$ cat src/rtl/stop_watch_lap.sv
// ---------------------------------------------------------------------------
// stop_watch_lap
//
// Purpose:
//   NDIG-digit BCD stopwatch. A DVSR-cycle divider generates count ticks.
//   Counting can go up (wrapping from all-9s to 0 with a one-cycle flag) or
//   down (expiring at zero). A preset can be loaded, and a lap register can
//   freeze the displayed value while the live count keeps running. Every
//   output comes straight from a flop.
//
// Parameters:
//   NDIG  number of BCD digits (1..8)
//   DVSR  clock cycles per count tick (>=1)
//
// Ports:
//   clk         system clock, rising edge
//   rst_n       synchronous active-low reset
//   go          level: 1 = count, 0 = pause
//   clr         clears count, tick phase, lap and expiry
//   up          count direction, 1 = up, 0 = down
//   load        pulse: load preset (digits above 9 saturate to 9)
//   preset      BCD preset, digit i at [4i+3:4i]
//   lap         pulse: toggle lap freeze
//   bcd         live count, digit 0 least significant
//   disp        frozen lap value while lap_active, otherwise equal to bcd
//   running     stopwatch is in RUN
//   expired     stopwatch is in EXPIRED
//   wrap        one-cycle pulse after an up-count rollover to zero
//   lap_active  display is frozen
// ---------------------------------------------------------------------------
module stop_watch_lap #(
  parameter int NDIG = 4,
  parameter int DVSR = 5000000
) (
  input  logic              clk,
  input  logic              rst_n,
  input  logic              go,
  input  logic              clr,
  input  logic              up,
  input  logic              load,
  input  logic [4*NDIG-1:0] preset,
  input  logic              lap,
  output logic [4*NDIG-1:0] bcd,
  output logic [4*NDIG-1:0] disp,
  output logic              running,
  output logic              expired,
  output logic              wrap,
  output logic              lap_active
);

  localparam int W  = 4 * NDIG;
  localparam int TW = (DVSR > 1) ? $clog2(DVSR) : 1;
  localparam logic [TW-1:0] TICK_LAST = TW'(DVSR - 1);

  typedef enum logic [1:0] {
    ST_STOP    = 2'd0,
    ST_RUN     = 2'd1,
    ST_EXPIRED = 2'd2
  } state_t;

  // BCD ripple increment: a 9 becomes 0 and passes the carry upward.
  function automatic logic [W-1:0] bcd_inc(input logic [W-1:0] v);
    logic [W-1:0] r;
    logic         carry;
    r     = v;
    carry = 1'b1;
    for (int i = 0; i < NDIG; i++) begin
      if (carry) begin
        if (v[4*i +: 4] == 4'd9) begin
          r[4*i +: 4] = 4'd0;
        end else begin
          r[4*i +: 4] = v[4*i +: 4] + 4'd1;
          carry       = 1'b0;
        end
      end
    end
    return r;
  endfunction

  // BCD ripple decrement: a 0 becomes 9 and passes the borrow upward.
  function automatic logic [W-1:0] bcd_dec(input logic [W-1:0] v);
    logic [W-1:0] r;
    logic         borrow;
    r      = v;
    borrow = 1'b1;
    for (int i = 0; i < NDIG; i++) begin
      if (borrow) begin
        if (v[4*i +: 4] == 4'd0) begin
          r[4*i +: 4] = 4'd9;
        end else begin
          r[4*i +: 4] = v[4*i +: 4] - 4'd1;
          borrow      = 1'b0;
        end
      end
    end
    return r;
  endfunction

  // Clamp any non-decimal preset digit (A..F) to 9.
  function automatic logic [W-1:0] bcd_sat(input logic [W-1:0] v);
    logic [W-1:0] r;
    r = v;
    for (int i = 0; i < NDIG; i++) begin
      if (v[4*i +: 4] > 4'd9) begin
        r[4*i +: 4] = 4'd9;
      end
    end
    return r;
  endfunction

  function automatic logic bcd_all_nines(input logic [W-1:0] v);
    logic r;
    r = 1'b1;
    for (int i = 0; i < NDIG; i++) begin
      if (v[4*i +: 4] != 4'd9) begin
        r = 1'b0;
      end
    end
    return r;
  endfunction

  state_t        state_q, state_d;
  logic [TW-1:0] tick_q, tick_d;
  logic [W-1:0]  bcd_q, bcd_d;
  logic [W-1:0]  disp_q, disp_d;
  logic          lap_q, lap_d;
  logic          wrap_q, wrap_d;
  logic          running_q, expired_q;
  logic          tick;
  logic [W-1:0]  bcd_step;

  // Next-state logic. clr and load both abandon any pending tick; lap is
  // still honoured on a tick edge, so a capture sees the post-tick count.
  always_comb begin
    state_d  = state_q;
    tick_d   = tick_q;
    bcd_d    = bcd_q;
    lap_d    = lap_q;
    wrap_d   = 1'b0;
    tick     = (state_q == ST_RUN) && (tick_q == TICK_LAST);
    bcd_step = up ? bcd_inc(bcd_q) : bcd_dec(bcd_q);

    if (clr) begin
      state_d = ST_STOP;
      tick_d  = '0;
      bcd_d   = '0;
      lap_d   = 1'b0;
    end else if (load) begin
      state_d = ST_STOP;
      tick_d  = '0;
      bcd_d   = bcd_sat(preset);
    end else begin
      if (lap) begin
        lap_d = ~lap_q;
      end

      // The divider only advances in RUN, so a pause keeps the tick phase.
      if (state_q == ST_RUN) begin
        tick_d = tick ? '0 : tick_q + 1'b1;
      end

      if (tick) begin
        bcd_d  = bcd_step;
        wrap_d = up && bcd_all_nines(bcd_q);
      end

      // A down tick landing on zero expires even if go drops on the same
      // edge; otherwise dropping go pauses after taking any due tick.
      case (state_q)
        ST_STOP: begin
          if (go) begin
            state_d = (!up && (bcd_q == '0)) ? ST_EXPIRED : ST_RUN;
          end
        end
        ST_RUN: begin
          if (tick && !up && (bcd_step == '0)) begin
            state_d = ST_EXPIRED;
          end else if (!go) begin
            state_d = ST_STOP;
          end
        end
        ST_EXPIRED: begin
          state_d = ST_EXPIRED;
        end
        default: begin
          state_d = ST_STOP;
        end
      endcase
    end

    // disp only holds while the freeze is active both before and after
    // this edge; capture, release and clear all take the new count.
    disp_d = (lap_q && lap_d) ? disp_q : bcd_d;
  end

  // State and datapath registers with synchronous active-low reset.
  always_ff @(posedge clk) begin
    if (!rst_n) begin
      state_q   <= ST_STOP;
      tick_q    <= '0;
      bcd_q     <= '0;
      disp_q    <= '0;
      lap_q     <= 1'b0;
      wrap_q    <= 1'b0;
      running_q <= 1'b0;
      expired_q <= 1'b0;
    end else begin
      state_q   <= state_d;
      tick_q    <= tick_d;
      bcd_q     <= bcd_d;
      disp_q    <= disp_d;
      lap_q     <= lap_d;
      wrap_q    <= wrap_d;
      running_q <= (state_d == ST_RUN);
      expired_q <= (state_d == ST_EXPIRED);
    end
  end

  assign bcd        = bcd_q;
  assign disp       = disp_q;
  assign running    = running_q;
  assign expired    = expired_q;
  assign wrap       = wrap_q;
  assign lap_active = lap_q;

endmodule
$ cat config.mk
export PLATFORM = sky130hd
export DESIGN_NAME = stop_watch_lap
export DESIGN_NICKNAME = d
export VERILOG_FILES = /design/src/rtl/stop_watch_lap.sv
export SDC_FILE = /design/constraint.sdc
export NUM_CORES = 1
export LEC_CHECK = 0
export BUFFER_PORTS_ARGS = -buffer_cell sky130_fd_sc_hd__buf_2
export CAP_MARGIN = 20
export CORE_UTILIZATION = 50
export DETAILED_ROUTE_END_ITERATION = 10
export GPL_ROUTABILITY_DRIVEN = 0
export PLACE_DENSITY = 0.71
export SYNTH_ARGS = -nofsm -noshare
export SYNTH_HDL_FRONTEND = slang
export SYNTH_SLANG_ARGS = --single-unit
$ cat constraint.sdc
create_clock -name clk -period 2.5 [get_ports clk]
set_input_delay 0.75 -clock clk [delete_from_list [all_inputs] [get_ports clk]]
set_output_delay 0.75 -clock clk [all_outputs]
set_load 0.03 [all_outputs]
=== After elaboration in Yosys (flattened, before gate mapping) ===
Cells that the tools add are included.

* Register bits: 61
* Bits of input ports: 23
* Output and inout bits: 36
* Word-level logic and storage cells: 103

* Eq/ne operators: 13
* Magnitude comparators: 4
* Add/sub/neg operators: 9
* Reductions and logical operators: 16
* Bitwise gates (word level): 3
* Multiplexer cells: 50

{| class="wikitable"
|+ Operator list
! kind !! count
|-
| $mux 4 || 18
|-
| $mux 16 || 4
|-
| $logic_not 16->1 || 2
|-
| $add 23x1->23 const B || 1
|-
| $eq 23x23->1 const B || 1
|-
| $mux 23 || 1
|-
| $mux 1 || 20
|-
| $add 4x1->4 const B || 4
|-
| $eq 4x4->1 const B || 4
|-
| $gt 4x4->1 const B || 4
|-
| $logic_not 4->1 || 4
|-
| $ne 4x4->1 const B || 4
|-
| $sub 4x1->4 const B || 4
|-
| $mux 2 || 6
|-
| $logic_and 1x1->1 || 6
|-
| $pmux 2 s3 || 1
|-
| $eq 2x1->1 const B || 2
|-
| $eq 2x2->1 const B || 2
|-
| $reduce_or 4->1 || 1
|-
| $not 1->1 || 3
|-
| $reduce_or 3->1 || 1
|-
| $logic_not 2->1 || 1
|-
| $logic_not 1->1 || 1
|}

=== Logic depth before layout (Yosys ltp) ===
* Depth in word-level cells: 13
* Gate-level depth with buffers: 10
* Gate-level depth less buffers: 8

=== Worst setup path after synthesis ===
OpenSTA, ideal clock, no wires.

* Path kind: register -> register
* Start: register bcd_q[3], in the netlist bcd[3]
* End: register expired_q, in the netlist expired
* Arrival time: 2.364 ns
* Required time: 2.442 ns
* Cell stages (with the launch flop): 9
* Slack: 0.078 ns
* Buffers on the path: 1
* Cell sequence: dfxtp_1 > buf_4 > nand3b_2 > or4_4 > mux2_2 > a211oi_2 > nand3_2 > nor4_4 > o21a_1

* Word-level cells in the longest chain between the ends: 13

{| class="wikitable"
|+ Ends and longest elaborated chain
! element !! line !! RTL
|-
| start: declaration || 124 || <nowiki>logic [W-1:0] bcd_q, bcd_d;</nowiki>
|-
| start signal: assignment || 201 || <nowiki>bcd_q <= '0;</nowiki>
|-
| start signal: assignment || 210 || <nowiki>bcd_q <= bcd_d;</nowiki>
|-
| $eq 4x4->1 / $logic_not 4->1 (equally long branches) || 69, 88 ||
|-
| $mux 1 (on tied branches) || 69, 88 ||
|-
| $mux 1 (on tied branches) (2 in a row) || 68, 87 ||
|-
| $mux 4 (on tied branches) || 68, 87 ||
|-
| $mux 16 || 141 || <nowiki>bcd_step = up ? bcd_inc(bcd_q) : bcd_dec(bcd_q);</nowiki>
|-
| $logic_not 16->1 || 176 || <nowiki>if (tick && !up && (bcd_step == '0)) begin</nowiki>
|-
| $logic_and 1x1->1 || 176 ||
|-
| $mux 2 || 176 ||
|-
| $pmux 2 s3 (*) || 169 || <nowiki>case (state_q)</nowiki>
|-
| $mux 2 (*) || 148 || <nowiki>end else if (load) begin</nowiki>
|-
| $mux 2 (*) || 143 || <nowiki>if (clr) begin</nowiki>
|-
| $eq 2x2->1 (*) || 215 || <nowiki>expired_q <= (state_d == ST_EXPIRED);</nowiki>
|-
| end signal: assignment || 215 ||
|-
| end: declaration || 128 || <nowiki>logic running_q, expired_q;</nowiki>
|}

Mark *: on every way between the ends. The rest lies on a longest branch, timed or not.
A chain may end at the register's enable or synchronous reset.

=== Worst setup path after layout ===
* Start: input up
* End: register expired_q, in the netlist expired

* Word-level cells in the longest chain between the ends: 8

{| class="wikitable"
|+ Ends and longest elaborated chain
! element !! line !! RTL
|-
| start: declaration || 39 || <nowiki>input logic up,</nowiki>
|-
| $mux 16 / $logic_not 1->1 (equally long branches) || 141, 172, 176 ||
|-
| $logic_not 16->1, or another cell as far along || 176 ||
|-
| $logic_and 1x1->1 / $mux 2 (equally long branches) || 176, 172 ||
|-
| $mux 2 (on tied branches) || 176, 171 ||
|-
| $pmux 2 s3 (*) || 169 ||
|-
| $mux 2 (*) || 148 ||
|-
| $mux 2 (*) || 143 ||
|-
| $eq 2x2->1 (*) || 215 ||
|}

Marks and branches as above.

==> flow_summary.toml <==
[clock_tree]
h-tree-depth = 3
clkTransAtPathRegs_ps = 70
postCtsHoldBufs = 0
cts_tree = "done"
clock_latency_ps = 360
clockBufferDepth = 2
root_buffer = "clkbuf_8"
cts_buffers = 9
cts_num_sinks = 61

[routing]
vias = 3720
ant_nets = 0
drtPass1Iterations = 5
drc_errors = 0
routed_wl_um = 10200
drt_iter0_drc = 368
routed_via_density = 5.87
wl_per_cell_um = 16.1

[global_route]
antenna_found_initial = 0
grt_pass1_vias = 3299
grt_max_degree = 28
grt_pass1_wl_um = 16500
grt_use_total = 0.286
grt_overflow_total = 0

[layout]
fin_cells = 634
antenna_cells = 0
nets = 557
drive_gt1_frac = 0.307
fill_cells = 580
final_cell_mix = "buf_2, nor2_1, dfxtp_1"
area_growth_syn_to_layout_pct = 27.1
layout_commonest_cell = "buf_2"

[synthesis]
synth-edff-count = 0
syn_area_um2 = 3570
synth_cell_types = 70
async_flop_share = 0
ys_ff_latch = 61
ys.flop_type = "dfxtp_1"
synth_area_per_cell_um2 = 7.97
yosys_warnings = 0
synth_nets = 472
syn_inst = 448
seq_area_frac_synth = 0.342

[critical_path]
rrSetupSlack_ps = 80
start_kind = "primary input"
slowest_delay_ps = 400
cp_slowest_cell = "nor4_4"
crit_required_ps = 2800
crit_family = "simple AND/OR/NAND/NOR gates"
critPathMaxFanout = 5
critPathBufInv = 1
crit_type = "primary input to register"
path_cells = "buf_2, nor4_2, nand3_1, mux2i_2, a221oi_2, a211o_1, nor4_4, o21a_1"
crit_arrival_ps = 2740
endpoint_kind = "register"

[pwr]
p_int_mw = 1.71
powerDensity_nw_per_um2 = 527
pwr-share-seq = 0.424
clockPowerShare = 0.425
switching_power_mw = 0.681
power.leakage_nw = 1.75
peakVddDrop_mv = 0.395
switching_share = 0.285
combinationalPowerShare = 0.151

[sta]
finalCritPeriodShare = 0.977
worst_slew_pin_slew_ps = 545
finalSetupViolations = 0
rsz0062_at_grt = "yes"
maxSlewHeadroom = 0.632
fin_ws_ps = 57.6
worst_clock_skew_ps = 9.10
hold_viol_final = 0
fmax_mhz = 409
fin_crit_ps = 2440
slew_viol_final = 0

[die]
start_util = 0.522
core.rowCount = 30
chipWidth_um = 86.5
die_area_um2 = 7480
die-height_um = 86.5
core_area_um2 = 6830
io_pins = 59

[worst_hold_path]
hold_path.class = "register to register"

[place]
place_hpwl_um = 7330
portBuffers = 58
dp_cells = 613
pre_cts_ws_ps = -244

[outcome]
status = "finished, final reports clean"

[flow_run]
maxCapViolations = 0
-- metrics by stage --
step                      power, mW  setup TNS [ps]  instance area (um^2)   util  hold slack (ps)
after floorplan                1.24               0                  3570      -              462
after global placement         1.35            -680                  4160  0.610              451
after detailed placement       1.36           -1740                  4160  0.610              460
after CTS                      2.37               0                  4420  0.647              478
after global routing           2.47            -151                  4540  0.664              499
final                          2.39               0                  4540  0.664              473
-- sequential cells by signal, indices dropped and copies added (netlist names) --
| signal | count |
|---|---|
| state_q | 2 |
| lap_active | 1 |
| running | 1 |
| disp | 16 |
| wrap | 1 |
| tick_q | 23 |
| bcd | 16 |
| expired | 1 |
-- layout make-up --
cell class                      count  area (um^2)  share of cell area
Timing Repair Buffer              107          662               0.146
Sequential cell                    61         1230               0.271
Inverter                            5         18.8             0.00414
Multi-Input combinational cell    349         2280               0.504
Clock buffer                       10          128              0.0281
Clock inverter                      6         95.1              0.0210
Tap cell                           96          120              0.0265
-- path summary, 6_finish.rpt --
check	startpoint	endpoint	cells after the start
setup reg to reg	bcd[2]	expired	8
hold reg to reg	disp[4]	disp[4]	2
setup / recovery	up	expired	8
hold / removal	disp[4]	disp[4]	2
-- tightest hold or removal path: stages (launching register included) --
cell,delay [ps]
dfxtp_1,320
nand2_1,50
a21boi_0,60
-- power by group through the flow --
stage / Combinational (mW) / Clock [mW] / Sequential, mW
finish: 0.361 / 1.02 / 1.01
floorplan: 0.168 / 0 / 1.07
detailed placement: 0.325 / 0 / 1.03
CTS: 0.337 / 1.03 / 1.01
global route: 0.386 / 1.07 / 1.02
global placement: 0.317 / 0 / 1.03
-- synth_stat cells, types with 4 or more instances --
library cell | instances | area, um^2
nor2_1 | 60 | 225
nand4_1 | 11 | 68.8
clkbuf_1 | 23 | 86.3
o31ai_1 | 4 | 30.0
dfxtp_1 | 61 | 1220
xor2_1 | 17 | 149
nor3_1 | 14 | 70.1
nand2b_1 | 6 | 37.5
o211ai_1 | 5 | 37.5
a211oi_1 | 5 | 37.5
inv_1 | 5 | 18.8
nor4_1 | 7 | 43.8
a21oi_1 | 16 | 80.1
o21a_1 | 8 | 60.1
or3_1 | 4 | 25.0
nand2_1 | 41 | 154
nand3b_1 | 8 | 60.1
nor2b_1 | 8 | 50.1
xnor2_1 | 9 | 78.8
o21ai_0 | 25 | 125
and3_1 | 8 | 50.1
nand3_1 | 27 | 135
mux2i_1 | 5 | 50.1
-- layer usage --
metal,global-route usage,vias up,part of all wire
met4,0.127,0,0.025
li1,-,1783,-
met3,0.0543,22,0.079
met1,0.412,1731,0.46
met5,0,-,0
met2,0.412,184,0.44
-- what timing repair did --
item | in CTS | in global routing
setup buffers | 3 | 2
resized for setup | 1 | 27
pin swaps | 4 | 12
endpoints found under the setup margin | 2 | 10
-- logic make-up after synthesis --
| logic type | Yosys count | synth area share |
|---|---|---|
| AND/OR/NAND/NOR | 222 | 0.340 |
| AO/OA/AOI/OAI | 92 | 0.180 |
| flip-flops | 61 | 0.342 |
| buffers and inverters | 38 | 0.0473 |
| XOR/XNOR | 26 | 0.0638 |
| multiplexers | 8 | 0.0235 |
| adder cells (fa/ha/maj) | 1 | 0.00351 |
No activity file was read; power rests on OpenSTA's default activity.
